**config.mk**
```make
export PLATFORM = sky130hd
export DESIGN_NAME = game_scheduler
export DESIGN_NICKNAME = d
export VERILOG_FILES = /design/src/rtl/game_scheduler.sv
export SDC_FILE = /design/constraint.sdc
export NUM_CORES = 1
export LEC_CHECK = 0
export CORE_ASPECT_RATIO = 0.5
export CORE_MARGIN = 2
export CORE_UTILIZATION = 55
export DETAILED_ROUTE_END_ITERATION = 16
export PLACE_DENSITY = 0.84
export SLEW_MARGIN = 40
export SYNTH_ARGS = -nofsm -noshare
export SYNTH_HDL_FRONTEND = slang
export SYNTH_SLANG_ARGS = --single-unit
export TNS_END_PERCENT = 20
```
**constraint.sdc**
```tcl
create_clock -name clk -period 2.8 [get_ports clk]
set_input_delay 0.56 -clock clk [delete_from_list [all_inputs] [get_ports clk]]
set_output_delay 0.56 -clock clk [all_outputs]
set_load 0.02 [all_outputs]
```
**src/rtl/game_scheduler.sv**
```systemverilog
// game_scheduler: runs a table of counter-game scenarios through one game instance and records outcomes
// Ports: clk, rst_l (sync, active low); cfg_we/cfg_addr/cfg_control/cfg_ivalue write the scenario table;
// num_scen/start/abort control a run; game_reset/control/i_value/INIT drive the game, who/gameover come back;
// busy/done/cur_idx report progress; res_addr/res_data read results; win/lose/tout_total count outcomes.
module game_scheduler #(
   parameter int COUNTER_SIZE = 4,
   parameter int RESET_CYCLES = 2,
   parameter int TIMEOUT = 1023
) (
   input  logic                    clk,
   input  logic                    rst_l,
   input  logic                    cfg_we,
   input  logic [3:0]              cfg_addr,
   input  logic [1:0]              cfg_control,
   input  logic [COUNTER_SIZE-1:0] cfg_ivalue,
   input  logic [4:0]              num_scen,
   input  logic                    start,
   input  logic                    abort,
   output logic                    game_reset,
   output logic [1:0]              control,
   output logic [COUNTER_SIZE-1:0] i_value,
   output logic                    INIT,
   input  logic [1:0]              who,
   input  logic                    gameover,
   output logic                    busy,
   output logic                    done,
   output logic [3:0]              cur_idx,
   input  logic [3:0]              res_addr,
   output logic [1:0]              res_data,
   output logic [4:0]              win_total,
   output logic [4:0]              lose_total,
   output logic [4:0]              tout_total
);
   localparam int TW = $clog2(TIMEOUT + 1);
   localparam int RW = $clog2(RESET_CYCLES + 1);
   typedef enum logic [2:0] {IDLE, LOAD, INIT_S, RUN, RECORD} state_t;
   state_t state, nxt;
   logic [1:0] tbl_ctl [16];
   logic [COUNTER_SIZE-1:0] tbl_val [16];
   logic [1:0] res [16];
   logic [4:0] n;
   logic [RW-1:0] rcnt;
   logic [TW-1:0] timer;
   logic [1:0] outc;
   logic fin, done_r, go, last, tmo;
   // fin keeps busy high during the done cycle so a start there is ignored
   assign go = !busy && start && !abort;
   assign last = {1'b0, cur_idx} == n - 5'd1;
   assign tmo = timer == TW'(TIMEOUT - 1);
   always_ff @(posedge clk)
      if (!rst_l) state <= IDLE;
      else state <= nxt;
   always_comb begin
      nxt = state;
      case (state)
         IDLE:   nxt = go && num_scen != 5'd0 ? LOAD : IDLE;
         LOAD:   nxt = rcnt == RW'(RESET_CYCLES - 1) ? INIT_S : LOAD;
         INIT_S: nxt = RUN;
         RUN:    nxt = gameover || tmo ? RECORD : RUN;
         RECORD: nxt = last ? IDLE : LOAD;
         default: nxt = IDLE;
      endcase
      if (abort) nxt = IDLE;
   end
   always_comb begin
      game_reset = state == IDLE || state == LOAD;
      INIT = state == INIT_S;
      busy = state != IDLE || fin;
      done = done_r;
      control = state == IDLE ? 2'd0 : tbl_ctl[cur_idx];
      i_value = state == IDLE ? '0 : tbl_val[cur_idx];
      res_data = res[res_addr];
   end
   always_ff @(posedge clk) begin
      if (cfg_we && !busy) begin
         tbl_ctl[cfg_addr] <= cfg_control;
         tbl_val[cfg_addr] <= cfg_ivalue;
      end
      if (!rst_l) begin
         cur_idx <= '0;
         n <= '0;
         rcnt <= '0;
         timer <= '0;
         outc <= '0;
         fin <= 1'b0;
         done_r <= 1'b0;
         win_total <= '0;
         lose_total <= '0;
         tout_total <= '0;
         for (int i = 0; i < 16; i++) res[i] <= 2'b00;
      end else begin
         fin <= state == RECORD && last && !abort;
         done_r <= (state == RECORD && last && !abort) || (go && num_scen == 5'd0);
         rcnt <= state == LOAD ? rcnt + 1'b1 : '0;
         timer <= state == RUN ? timer + 1'b1 : '0;
         // an unknown winner code is recorded the same as a timeout
         if (state == RUN)
            outc <= !gameover ? 2'b11 : who == 2'b10 ? 2'b10 : who == 2'b01 ? 2'b01 : 2'b11;
         if (go) begin
            cur_idx <= '0;
            n <= num_scen > 5'd16 ? 5'd16 : num_scen;
            win_total <= '0;
            lose_total <= '0;
            tout_total <= '0;
            for (int i = 0; i < 16; i++) res[i] <= 2'b00;
         end
         if (state == RECORD) begin
            res[cur_idx] <= outc;
            if (outc == 2'b10 && win_total != 5'd16) win_total <= win_total + 5'd1;
            if (outc == 2'b01 && lose_total != 5'd16) lose_total <= lose_total + 5'd1;
            if (outc == 2'b11 && tout_total != 5'd16) tout_total <= tout_total + 5'd1;
            if (!last && !abort) cur_idx <= cur_idx + 4'd1;
         end
      end
   end
endmodule
```
Yosys cells after proc, flatten, opt, wreduce, memory -nomap -nowiden
Memories as Yosys holds them, arrays and structs flattened. A register that Yosys moved wholly into a read port is not among the register bits. Cells that the tools add are included.

Memory bits (read-only): 0. Bits in registers: 43. Bits in latches: 0. Output and inout port bits: 31. Logic and storage cells: 133. Bits in writable memories: 128. Memories kept: 3. Input bits: 27.

Memories: tbl_val (words 16, width 4, read ports 1, clocked after Yosys merged registers in 1, write ports 1, RTL line 39) `logic [COUNTER_SIZE-1:0] tbl_val [16];`; res (words 16, width 2, read ports 1, clocked after Yosys merged registers in 0, write ports 16, RTL line 40) `logic [1:0] res [16];`; tbl_ctl (words 16, width 2, read ports 1, clocked after Yosys merged registers in 1, write ports 1, RTL line 38) `logic [1:0] tbl_ctl [16];`.

Reduce and logical (&&, ||, !) cells: 26. Mux-type cells: 53. Div/mod/pow operators: 0. Shifts and indexed selects: 0. Multipliers: 0. Bitwise operators: 17. Order comparisons: 1. $add $sub $neg: 7. Eq/ne operators: 15.

Operator list (number): two-way mux 5 bit (10); two-way mux 2 bit (22); two-way mux 4 bit (7); OR 1 bit (16); adder 5 x 1 -> 5 bit, second input constant (3); != test 5 bit, second input constant (3); case mux 3 bit (5 select lines) (1); two-way mux 1 bit (12); logical AND 1 bit (11); adder 10 x 1 -> 10 bit, second input constant (1); == test 10 bit, second input constant (1); == test 2 x 1 -> 1 bit, second input constant (3); == test 2 bit, second input constant (3); == test 3 x 2 -> 1 bit, second input constant (2); == test 4 x 5 -> 1 bit (1); greater-than comparator 5 bit, second input constant (1); logical NOT 5 bit (1); nonzero test 5 bit (1); subtractor 5 x 1 -> 5 bit, second input constant (1); adder 4 x 1 -> 4 bit, second input constant (1); logical OR 1 bit (4); AND reduction 2 bit (2); OR reduction 2 bit (2); == test 3 x 1 -> 1 bit, second input constant (1); other kinds (7) (9).

Longest topological paths before layout
Depth after elaboration: 10. Mapped depth: 8.

Least setup slack after synthesis
OpenSTA, ideal clock, no wires.

Path type: register to output. From: register cur_idx[1] (netlist name). To: output control[0]. Setup slack: 0.207 ns. Buffers on the path: 2. Cell stages (with the launch flop): 6. Required time: 2.240 ns. Data arrival time: 2.033 ns. Path through: dfxtp_1 -> buf_2 -> clkbuf_1 -> mux4_2 -> mux4_2 -> nor2b_1.

RTL lines: to (decl) (RTL line 20) `output logic [1:0] control,`.

==> results.yml <==
sta:
  hold_violations: 0
  period_share: 1.05
  clock_skew_ns: 0.0114
  slew_headroom: 0.303
  worstMarginPinSlew_ns: 1.04
  grt_setup_unrepaired: "yes"
  layout_min_cycle_time_ns: 2.93
  fin_ws_ns: -0.129
  final-setup-viol-count: 6
  fmax_mhz: 341
  slew_viol_final: 0
  hold_slack_ns: 0.427
critical_path:
  path_max_fanout: 6
  r2r-start: "state[0]"
  arrival_ns: 2.37
  timing_worst_setup_path_type: "flip-flop to output port"
  reg2regPathDepth: 6
  crit_path_end_kind: "output port"
  required_ns: 2.24
  r2r_end: "tbl_ctl[10][1]"
  cp-start-kind: "flip-flop"
  reg2reg_slack_ns: 0.46
synth:
  yosys_most_used_dff: "edfxtp_1"
  syn-num-nets: 593
  synth_seq_area_share: 0.620
  async_flop_share: 0
  synth_top_area_frac: 0.506
  synth_area_leaders: "edfxtp_1 51%, mux4_2 12%, dfxtp_1 11%, and3_1 3.2%, nand2_1 2.6%"
  synth_cell_type_count: 50
  yosysTopAreaCell: "edfxtp_1"
  synth_edf_count: 128
  yosysWarnings: 0
  synth_area_um2: 7590
  syn_inst: 552
  syn_avg_cell_area_um2: 13.7
  synth-seq-cells: 171
finish:
  area_growth_pct: 20.1
  diodes: 0
  drive_gt1_frac: 0.182
  layout_common_cells: "128 x edfxtp_1, 53 x nand2_1, 48 x clkdlybuf4s50_1"
  nets: 660
  design_area_um2: 9110
  layout_commonest_cell: "edfxtp_1"
drt:
  wire_per_inst_um: 19.4
  drc: 0
  postRouteAntennaNets: 0
  via_per_inst: 5.82
  drtIter0Drc: 339
  first_pass_iters: 6
  dr_total_vias: 4705
  wirelength_um: 15700
die:
  die-area_um2: 14800
  ios: 58
  row_count: 30
  start_util: 0.562
  die_w_um: 170
  core_um2: 13500
  die_h_um: 87.1
cts:
  clk_pin_slew_worst_paths_ns: 0.07
  clock-sinks: 171
  worstSkewPairLatency_ns: 0.43
  clockBufferDepth: 2
  root_buffer: "clkbuf_16"
  cts-htree-levels: 4
  postCtsSetupRepairBufs: 0
  cts_buffers: 17
  cts_tree: "yes"
global_route:
  antenna_found_initial: 0
  grt_start_max_net_pins: 28
  track_usage: 0.225
  grt.overflow.total: 0
  grt_first_pass_wirelength_um: 24600
  first_global_vias: 4691
placement:
  placed_cell_area_um2: 8440
  dp_hpwl_um: 10500
  gp_congestion: 0.775
  port_buffers: 57
  dpl_worst_slack_ns: -0.495
min_path:
  worstHoldStart: "rcnt[0]"
  hp-class: "flip-flop to flip-flop"
  hold_depth: 1
  min_to: "rcnt[0]"
outcome:
  status: "finished with violations"
  violations: "negative setup slack"
power:
  power_density_nw_per_um2: 585
  peakVddDrop_v: 0.000430
  cellLeakagePower_nw: 3.26
  post-layout-total-power_mw: 5.33
run:
  drv_cap: 0
kinds of logic (layout without fill, tap and decap cells):
logic type	count (synthesis)	after routing	synth area share
buf+inv	47	127	0.0262
flops	171	171	0.620
simple gates	223	223	0.157
compound gates	38	38	0.0325
fa+ha+maj	14	14	0.0231
mux	43	43	0.123
xor+xnor	16	16	0.0185
routing by layer:
metal  up-vias  GRT usage  part of all wire  wire length (µm)
met2       152      0.386              0.50              7910
met3        26     0.0432             0.050               791
met1      2336      0.292              0.43              6690
met5         -          0                 0                 0
met4         0     0.0816             0.019               295
li1       2191          -                 -                 -
critical path: stages, from the launching register on:
cell and delay [ns]:
dfxtp_4 0.44, buf_12 0.16, mux4_2 0.52, mux4_2 0.50, nor2b_4 0.15, buf_6 0.17
sequential cells by signal, summed over array words and instances, names as in the netlist:
signal	cells
tbl_val	64
lose_total	5
res	32
timer	10
state	3
win_total	5
tout_total	5
n	5
tbl_ctl	32
fin	1
rcnt	2
cur_idx	4
done	1
outc	2
worst max-delay path by stage:
stage,slack (ns),startpoint,to,depth (start not counted)
floorplan,0.21,cur_idx[1],control[0],5
global placement,-0.47,res_addr[0],res_data[1],5
detailed placement,-0.49,res_addr[0],res_data[1],5
CTS,-0.18,cur_idx[0],i_value[3],5
global route,-0.18,cur_idx[0],i_value[3],5
finish,-0.13,cur_idx[0],control[0],5
timing repair:
item,4_1_cts,5_1_grt
hold buffers,0,0
endpoints found under the hold margin,0,0
setup endpoints to repair,8,8
gates cloned,1,0
gates resized for setup,47,12
cells in the mapped netlist, types with 8 or more instances:
master	count
nand2_1	53
mux4_2	40
and3_1	39
dfxtp_1	43
ha_1	14
nor2b_1	23
nor2_1	42
edfxtp_1	128
nand3_1	17
nor3b_1	9
xor2_1	10
and2_1	8
a21oi_1	13
inv_1	15
clkbuf_1	21
o21ai_0	10
per-stage QoR:
stage          utilization  instances  TNS [ns]
2_1_floorplan            -        552         0
3_3_place_gp         0.625        775     -1.15
3_5_place_dp         0.625        775     -1.43
4_1_cts              0.671        808     -1.26
5_1_grt              0.675        808     -1.01
6_report             0.675        808    -0.734
area by class of cell:
class                   count  area [µm²]
multi-input cells         334        2730
inverters                  15        56.3
well taps                 176         220
clock buffers              17         425
flip-flops and latches    171        4710
clock inverters            15         166
repair buffers             80         810
fillers                   918        4400
where the power goes:
group	switching, mW	leakage, nW	internal [mW]	total [mW]
Sequential	0.0163	1.56	2.76	2.78
Combinational	0.117	1.41	0.0987	0.215
Clock	1.12	0.292	1.21	2.34
Power figures use the tool's default switching activity.
